## config.mk

```make
export PLATFORM = sky130hd
export DESIGN_NAME = osd_ram_write_sched
export DESIGN_NICKNAME = d
export VERILOG_FILES = /design/src/rtl/osd_ram_write_sched.sv
export SDC_FILE = /design/constraint.sdc
export NUM_CORES = 1
export LEC_CHECK = 0
export ABC_CLOCK_PERIOD_IN_PS = 3400
export CORE_AREA = 5 5 116 118
export DETAILED_ROUTE_END_ITERATION = 8
export DIE_AREA = 0 0 121 123
export GPL_TIMING_DRIVEN = 0
export PLACE_DENSITY = 0.69
export SLEW_MARGIN = 20
export SYNTH_ARGS = -nofsm -noshare
export SYNTH_HDL_FRONTEND = slang
export SYNTH_SLANG_ARGS = --single-unit
```

## constraint.sdc

```tcl
create_clock -name clk -period 3.4 [get_ports clk]
set_clock_uncertainty 0.15 [all_clocks]
set_input_delay 1.02 -clock clk [delete_from_list [all_inputs] [get_ports clk]]
set_output_delay 1.02 -clock clk [all_outputs]
set_load 0.03 [all_outputs]
```

## src/rtl/osd_ram_write_sched.sv

```systemverilog
// Arbitrates the single OSD character-RAM write port between buffered I2C register
// writes and a fill/clear engine that writes one character over an address range.
// Optional macro OSD_WR_ROUNDROBIN_EN: alternate grants on conflict instead of
// giving the I2C FIFO fixed priority over the fill engine.
`timescale 1ns/1ps
module osd_ram_write_sched #(
    parameter int unsigned ADDR_W     = 10,
    parameter int unsigned DATA_W     = 8,
    parameter int unsigned FIFO_DEPTH = 4
) (
    input  logic                            clk,
    input  logic                            reset,
    input  logic                            wr_req,
    input  logic [ADDR_W-1:0]               wr_addr,
    input  logic [DATA_W-1:0]               wr_data,
    input  logic                            fill_start,
    input  logic [ADDR_W-1:0]               fill_base,
    input  logic [ADDR_W:0]                 fill_len,
    input  logic [DATA_W-1:0]               fill_char,
    input  logic                            fill_abort,
    input  logic                            ram_ready,
    output logic                            ram_wren,
    output logic [ADDR_W-1:0]               ram_wraddress,
    output logic [DATA_W-1:0]               ram_dataIn,
    output logic                            fill_busy,
    output logic                            fill_done,
    output logic [$clog2(FIFO_DEPTH):0]     fifo_level,
    output logic                            overflow,
    input  logic                            overflow_clr
);

    localparam int unsigned PTR_W = $clog2(FIFO_DEPTH);
    localparam int unsigned LVL_W = PTR_W + 1;

    typedef enum logic [1:0] {StIdle, StFill, StDone} fill_state_e;

    logic [ADDR_W-1:0] fifo_addr [FIFO_DEPTH];
    logic [DATA_W-1:0] fifo_data [FIFO_DEPTH];
    logic [PTR_W-1:0]  wr_ptr_q, rd_ptr_q;
    logic [LVL_W-1:0]  count_q;
    logic              overflow_q;
    logic              fifo_empty, fifo_full, push, pop;

    fill_state_e       state_q, state_d;
    logic [ADDR_W-1:0] fill_addr_q, fill_addr_d;
    logic [ADDR_W:0]   fill_rem_q, fill_rem_d;
    logic [DATA_W-1:0] fill_ch_q, fill_ch_d;

    logic              fifo_req, fill_req, gnt_fifo, gnt_fill;

    assign fifo_empty = (count_q == '0);
    assign fifo_full  = (count_q == LVL_W'(FIFO_DEPTH));
    assign fifo_req   = !fifo_empty;
    // An abort cycle never carries a fill write.
    assign fill_req   = (state_q == StFill) && !fill_abort;
    assign pop        = gnt_fifo;
    // A full FIFO still accepts a write when its head leaves in the same cycle.
    assign push       = wr_req && (!fifo_full || pop);

`ifdef OSD_WR_ROUNDROBIN_EN
    logic last_fifo_q;  // 1: last grant went to the FIFO; reset to "fill" so FIFO wins first

    // Grant: alternate on conflict, lone requester always wins.
    always_comb begin
        gnt_fifo = ram_ready && fifo_req && (!fill_req || !last_fifo_q);
        gnt_fill = ram_ready && fill_req && (!fifo_req || last_fifo_q);
    end

    // Remember which requester was served last.
    always_ff @(posedge clk or posedge reset) begin
        if (reset) begin
            last_fifo_q <= 1'b0;
        end else if (gnt_fifo) begin
            last_fifo_q <= 1'b1;
        end else if (gnt_fill) begin
            last_fifo_q <= 1'b0;
        end
    end
`else
    // Grant: FIFO head always beats the fill engine.
    always_comb begin
        gnt_fifo = ram_ready && fifo_req;
        gnt_fill = ram_ready && fill_req && !fifo_req;
    end
`endif

    // FIFO storage; contents need no reset since occupancy is tracked separately.
    always_ff @(posedge clk) begin
        if (push) begin
            fifo_addr[wr_ptr_q] <= wr_addr;
            fifo_data[wr_ptr_q] <= wr_data;
        end
    end

    // FIFO pointers, occupancy and sticky overflow flag.
    always_ff @(posedge clk or posedge reset) begin
        if (reset) begin
            wr_ptr_q   <= '0;
            rd_ptr_q   <= '0;
            count_q    <= '0;
            overflow_q <= 1'b0;
        end else begin
            if (push) wr_ptr_q <= wr_ptr_q + PTR_W'(1);
            if (pop)  rd_ptr_q <= rd_ptr_q + PTR_W'(1);
            count_q <= count_q + LVL_W'(push) - LVL_W'(pop);
            if (wr_req && !push) begin
                overflow_q <= 1'b1;
            end else if (overflow_clr) begin
                overflow_q <= 1'b0;
            end
        end
    end

    // Fill FSM next state and counters.
    always_comb begin
        state_d     = state_q;
        fill_addr_d = fill_addr_q;
        fill_rem_d  = fill_rem_q;
        fill_ch_d   = fill_ch_q;
        unique case (state_q)
            StIdle: begin
                if (fill_start) begin
                    fill_addr_d = fill_base;
                    fill_rem_d  = fill_len;
                    fill_ch_d   = fill_char;
                    state_d     = (fill_len == '0) ? StDone : StFill;
                end
            end
            StFill: begin
                if (fill_abort) begin
                    state_d = StDone;
                end else if (gnt_fill) begin
                    fill_addr_d = fill_addr_q + ADDR_W'(1);
                    fill_rem_d  = fill_rem_q - (ADDR_W+1)'(1);
                    if (fill_rem_q == (ADDR_W+1)'(1)) state_d = StDone;
                end
            end
            StDone:  state_d = StIdle;
            default: state_d = StIdle;
        endcase
    end

    // Fill FSM state register.
    always_ff @(posedge clk or posedge reset) begin
        if (reset) begin
            state_q     <= StIdle;
            fill_addr_q <= '0;
            fill_rem_q  <= '0;
            fill_ch_q   <= '0;
        end else begin
            state_q     <= state_d;
            fill_addr_q <= fill_addr_d;
            fill_rem_q  <= fill_rem_d;
            fill_ch_q   <= fill_ch_d;
        end
    end

    // Registered RAM write port; address/data hold when no write is issued.
    always_ff @(posedge clk or posedge reset) begin
        if (reset) begin
            ram_wren      <= 1'b0;
            ram_wraddress <= '0;
            ram_dataIn    <= '0;
        end else begin
            ram_wren <= gnt_fifo || gnt_fill;
            if (gnt_fifo) begin
                ram_wraddress <= fifo_addr[rd_ptr_q];
                ram_dataIn    <= fifo_data[rd_ptr_q];
            end else if (gnt_fill) begin
                ram_wraddress <= fill_addr_q;
                ram_dataIn    <= fill_ch_q;
            end
        end
    end

    assign fill_busy  = (state_q != StIdle);
    assign fill_done  = (state_q == StDone);
    assign fifo_level = count_q;
    assign overflow   = overflow_q;

endmodule
```

== After elaboration in Yosys (flattened, before gate mapping) ==
Memories as Yosys holds them, arrays and structs flattened.
Cells that the tools add are included.

* Eq/ne operators: 9
* Add/subtract/negate cells: 6
* Muxes and demuxes: 22
* Reduce and logical (&&, ||, !) cells: 22

{| class="wikitable"
|+ Operators with widths
! kind !! count
|-
| 10-bit 2-to-1 mux || 5
|-
| 11-bit 2-to-1 mux || 3
|-
| 11-bit one-hot mux with 2 select lines || 1
|-
| 10-bit one-hot mux with 2 select lines || 1
|-
| 8-bit 2-to-1 mux || 2
|-
| 11-bit by 1-bit equality test with 1-bit output (second input constant) || 1
|-
| 11-bit zero test || 1
|-
| 11-bit by 1-bit subtractor with 11-bit output (second input constant) || 1
|-
| 10-bit by 1-bit adder with 10-bit output (second input constant) || 1
|-
| 2-bit 2-to-1 mux || 5
|-
| 2-bit nonzero test || 4
|-
| 1-bit logical AND || 6
|-
| 2-bit != test (second input constant) || 3
|-
| 2-bit by 1-bit adder with 2-bit output (second input constant) || 2
|-
| 1-bit zero test || 4
|-
| 1-bit 2-to-1 mux || 4
|-
| 2-bit one-hot mux with 2 select lines || 1
|-
| 4-bit AND reduction || 1
|-
| 3-bit by 1-bit adder with 3-bit output || 1
|-
| 3-bit equality test (second input constant) || 1
|-
| 3-bit zero test || 1
|-
| 3-bit by 2-bit != test with 1-bit output (second input constant) || 1
|-
| 3-bit != test (second input constant) || 1
|-
| 3-bit AND reduction || 1
|-
| other kinds (6) || 7
|}

* Memory bits (writable): 72
* Memories kept: 2
* Bits in registers: 58
* Bits of input ports: 54

{| class="wikitable"
|+ Memory list
! memory !! depth !! bits a word !! read ports !! clocked after memory_dff !! write ports !! RTL line !! RTL
|-
| fifo_addr || 4 || 10 || 1 || 0 || 1 || 37 || <nowiki>logic [ADDR_W-1:0] fifo_addr [FIFO_DEPTH];</nowiki>
|-
| fifo_data || 4 || 8 || 1 || 0 || 1 || 38 || <nowiki>logic [DATA_W-1:0] fifo_data [FIFO_DEPTH];</nowiki>
|}

== Logic depth before layout (Yosys ltp) ==
* Depth after elaboration: 8
* Depth in mapped cells: 11
* Mapped depth without buffers: 10

== Worst setup path before layout ==
OpenSTA, ideal clock, no wires.

* Path kind: input-to-reg
* Start point: in ram_ready
* End point: reg count_q[2], in the netlist fifo_level[2]
* Cell stages on the path: 11
* Arrival: 2.726 ns
* Data required time: 3.112 ns
* Library setup time: 0.138 ns
* Path slack: 0.386 ns
* Buffers on the path: 1
* Cells stage by stage: nor4b_1 > nor2b_1 > clkbuf_1 > inv_1 > ha_1 > inv_1 > ha_1 > inv_1 > fa_1 > xnor2_1 > xnor2_1

* Longest elaborated chain between the ends: 5

{| class="wikitable"
|+ Ends and longest elaborated chain
! element !! RTL line !! RTL
|-
| start: declaration || 21 || <nowiki>input logic ram_ready,</nowiki>
|-
| 1-bit logical AND * || 82 || <nowiki>gnt_fifo = ram_ready && fifo_req;</nowiki>
|-
| 1-bit logical OR || 58 || <nowiki>assign push = wr_req && (!fifo_full || pop);</nowiki>
|-
| 1-bit logical AND || 58 ||
|-
| 3-bit by 1-bit adder with 3-bit output || 105 || <nowiki>count_q <= count_q + LVL_W'(push) - LVL_W'(pop);</nowiki>
|-
| 3-bit by 1-bit subtractor with 3-bit output * || 105 ||
|-
| end signal: assignment || 105 ||
|-
| end: declaration || 40 || <nowiki>logic [LVL_W-1:0] count_q;</nowiki>
|}

Mark *: on every way between the ends. The rest lies on a longest branch, timed or not.
A chain may end at the register's enable or synchronous reset.

== Final worst setup path ==
Ends and elaborated chain as after synthesis.

==> impl_summary.md <==
Status
The run finished with clean final reports.

Timing
Setup slack on the critical path of the routed design comes to 0.185 ns. The relative max-transition margin is 34.7%. The final-layout setup total negative slack is 0 ns.

The max-slew violation count was 0. Setup violations remaining at the end of the flow were counted as 0. At the pin with the least slew margin, the transition time is 0.979 ns. Setup repair after global routing left no endpoint under its margin. The final critical path takes up 94.5% of the cycle.

The clock period could shrink to 3.21 ns. The count of final hold-check violations is 0. The maximum clock frequency is 311 MHz.

Cells and area
The total of fill cells in the finished design is 954. The relative area change from synthesis to final layout is 29.1%. The register cell area after layout is 0.00361 mm². The number of antenna diodes in the final layout is 0.

The total number of nets in the final design is 550. The proportion of layout cells with a drive suffix above 1 is 15.6%. The area of combinational cells with multiple inputs is 0.00174 mm².

Global route
The global-route wire length before repair is 20900 µm. The global route total overflow is 0. The largest net degree at the start of global routing is 51. The aggregate global-route resource usage is 18.6%. The number of global-route vias before repair is 3926. The number of antenna violations at the first check in global routing is 0.

Job
The count of maximum capacitance violations is 0.

Worst hold path
The worst hold path belongs to the class reg -> reg.

Logic synthesis
The number of synthesized flops with an enable pin is 72. The sequential area share after synthesis is 64.6%. After synthesis the netlist holds a flip-flop and latch count of 130.

The number of distinct library cells after synthesis is 60. The per-instance average area after synthesis is 14.4 µm². For this run, the number of Yosys warnings is 0.

The flip-flop cell with the highest count after synthesis is edfxtp_1. Synthesis produced a netlist whose cell count is 389. Synthesis produced a netlist with a net count of 453. The share of synthesized registers carrying an async set or reset is 44.6%. The synthesized netlist occupies a cell area of 0.00559 mm².

Place
The number of buffers added on ports is 78. The minimum setup slack after placement is -0.423 ns. The last weighted congestion value of the routability-driven placer is 0.835. The HPWL after detailed placement is 8740 µm.

Floorplanning
In this run the core area contains 41 standard-cell rows. The die boundary height is 123 µm. The area of the core is 0.0124 mm². The floorplan die width is 121 µm. The total I/O pin count is 79.

The die outline area is 0.0149 mm². The initial core utilization is 45.2%.

Setup path
The largest single stage delay on the critical path is 0.50 ns. For the worst setup path, the data arrival time is 3.35 ns. The worst setup path is launched from an input pin.

The kind of end point of the critical path is a register. In this run the worst path has a maximum fanout of 8. The signal on the critical path passes through clkdlybuf4s50_1 -> nor4b_2 -> nor2b_1 -> clkbuf_2 -> inv_1 -> ha_1 -> inv_1 -> ha_1 -> inv_1 -> fa_1 -> xnor2_1 -> xnor2_1. The cell with the largest stage delay on the worst path is clkdlybuf4s50_1. The path type of the worst setup path is in -> reg. The cell occurring most often along the worst timing path is inv_1. Data on the critical path is required at its endpoint by 3.54 ns.

Detailed routing
The detailed router finished its first iteration with 293 violations. After detailed routing, the number of vias per cell comes to 5.54. The DRC violation count after routing is 0.

The detailed-router iteration count before antenna repair is 5. The post-detailed-routing wire length is 12700 µm. Dividing the detail-routed wire length by the instance count gives 18.9 µm. The total via count after detailed routing is 3719. The number of nets with antenna violations after detailed routing is 0.

CTS
The clock net in this run drives a total of 130 sinks. The latest clock arrival within the worst-skew pair is 0.42 ns. The root buffer cell chosen for the clock tree is clkbuf_16.

The clock passes through at most 2 buffers. The CTS buffer count is 17. The clock tree from TritonCTS is built. In this run, post-CTS hold repair placed 0 buffers. The clock-pin slew of the registers on the worst-case setup and hold paths is 0.05 ns.

The H-tree depth is 4.

Power and ir drop
Across the VDD grid, the largest voltage drop is 0.441 mV. Power spread over the standard cell area amounts to 941 mW/mm². The analysis attributes to cell leakage a power of 2.76 nW.
synth_stat cells (4+ instances only):
cell type	n	share of area [%]
edfxtp_1	72	39
dfrtp_1	58	26
inv_1	32	2.1
a21oi_1	19	1.7
mux4_2	18	7.2
a222oi_1	16	2.9
nor2_1	16	1.1
nand2_1	14	0.94
o21ai_0	14	1.3
clkbuf_1	9	0.60
ha_1	9	2.0
buf_2	8	0.72
mux2_2	8	1.6
nand3_1	8	0.72
o21ai_1	8	0.72
and2_1	5	0.56
nor3_1	4	0.36
nor4_1	4	0.45
xnor2_1	4	0.63
placed cells by master, fill, tap and decap left out, types with 4 or more instances in the layout:
master,instances
ha_1,9
dfrtp_1,58
clkbuf_16,17
o21ai_0,14
inv_1,31
nand3_1,8
and2_1,5
clkbuf_1,12
nor4_1,4
nand2_1,14
nor3_1,4
a21oi_1,19
a222oi_1,16
o21ai_1,8
mux4_2,18
nor2_1,16
edfxtp_1,72
mux2_2,8
xnor2_1,4
clkdlybuf4s50_1,78
buf_2,8
sequential cells by signal (all words and copies together), names as in the netlist:
| register | count |
|---|---|
| fill_ch_q | 8 |
| overflow | 1 |
| fifo_level | 3 |
| fill_rem_q | 11 |
| ram_dataIn | 8 |
| state_q | 2 |
| wr_ptr_q | 2 |
| fifo_data | 32 |
| ram_wraddress | 10 |
| fifo_addr | 40 |
| fill_addr_q | 10 |
| rd_ptr_q | 2 |
| ram_wren | 1 |
timing repair:
action	in CTS	in global routing
endpoints found under the setup margin	0	1
resized for setup	0	3
buffers inserted	0	0
final timing paths:
check | cells after the start | start | end | slack, ns
setup / recovery | 12 | ram_ready | fifo_level[2] | 0.19
hold / removal | 2 | ram_dataIn[3] | ram_dataIn[3] | 0.36
setup reg to reg | 11 | fifo_level[1] | fifo_level[2] | 0.90
hold reg to reg | 2 | ram_dataIn[3] | ram_dataIn[3] | 0.36
max in group asynchronous | 3 | reset | fill_addr_q[1] | 1.93
min in group asynchronous | 2 | reset | ram_wren | 0.70
where the power goes:
group          switching (W)  total (W)  internal [W]
Sequential          0.000337    0.00254       0.00220
Combinational        0.00138    0.00242       0.00104
Clock               0.000648    0.00184       0.00119
Total                0.00236    0.00680       0.00443
cells by family after synthesis:
family | count (synthesis) | share of synthesized area [%]
AND/OR/NAND/NOR | 72 | 7.34
XOR/XNOR | 5 | 0.783
buffers and inverters | 55 | 4.34
adder cells (fa/ha/maj) | 10 | 2.37
multiplexers | 29 | 9.40
AO/OA/AOI/OAI | 88 | 11.2
flip-flops | 130 | 64.6
metrics by stage:
step | util (%) | hold slack, ns | area [µm²] | total power (W) | instances
after detailed placement | 53.5 | 0.341 | 6620 | 0.00498 | 640
after floorplan | - | 0.317 | 5590 | 0.00410 | 389
final | 58.4 | 0.357 | 7220 | 0.00680 | 671
after CTS | 58.4 | 0.362 | 7220 | 0.00684 | 672
after global placement | 53.3 | 0.330 | 6590 | 0.00490 | 639
after global routing | 58.4 | 0.382 | 7220 | 0.00719 | 671
layer usage:
metal / global-route usage (%) / routed length (µm)
met2: 30.1 / 6350
met1: 23.4 / 5310
met4: 7.37 / 217
met5: 0 / 0
met3: 5.81 / 833
final cells by class:
| cell class | count | share of cell area, % |
|---|---|---|
| buffer | 22 | 1.66 |
| clock buffer | 23 | 6.48 |
| clock inverter | 9 | 1.82 |
| inverter | 32 | 1.70 |
| multi-input combinational | 204 | 24.1 |
| sequential | 130 | 50.0 |
| tap | 172 | 2.98 |
| timing repair buffer | 79 | 11.2 |
critical path: cells and delay by family:
family,cells,cell delay [ns]
xor gates and xnor gates,2,0.28
adders and majority gates,3,0.72
buffers and inverters,5,0.88
and+or+nand+nor,2,0.44
No activity file was read; power rests on OpenSTA's default activity.
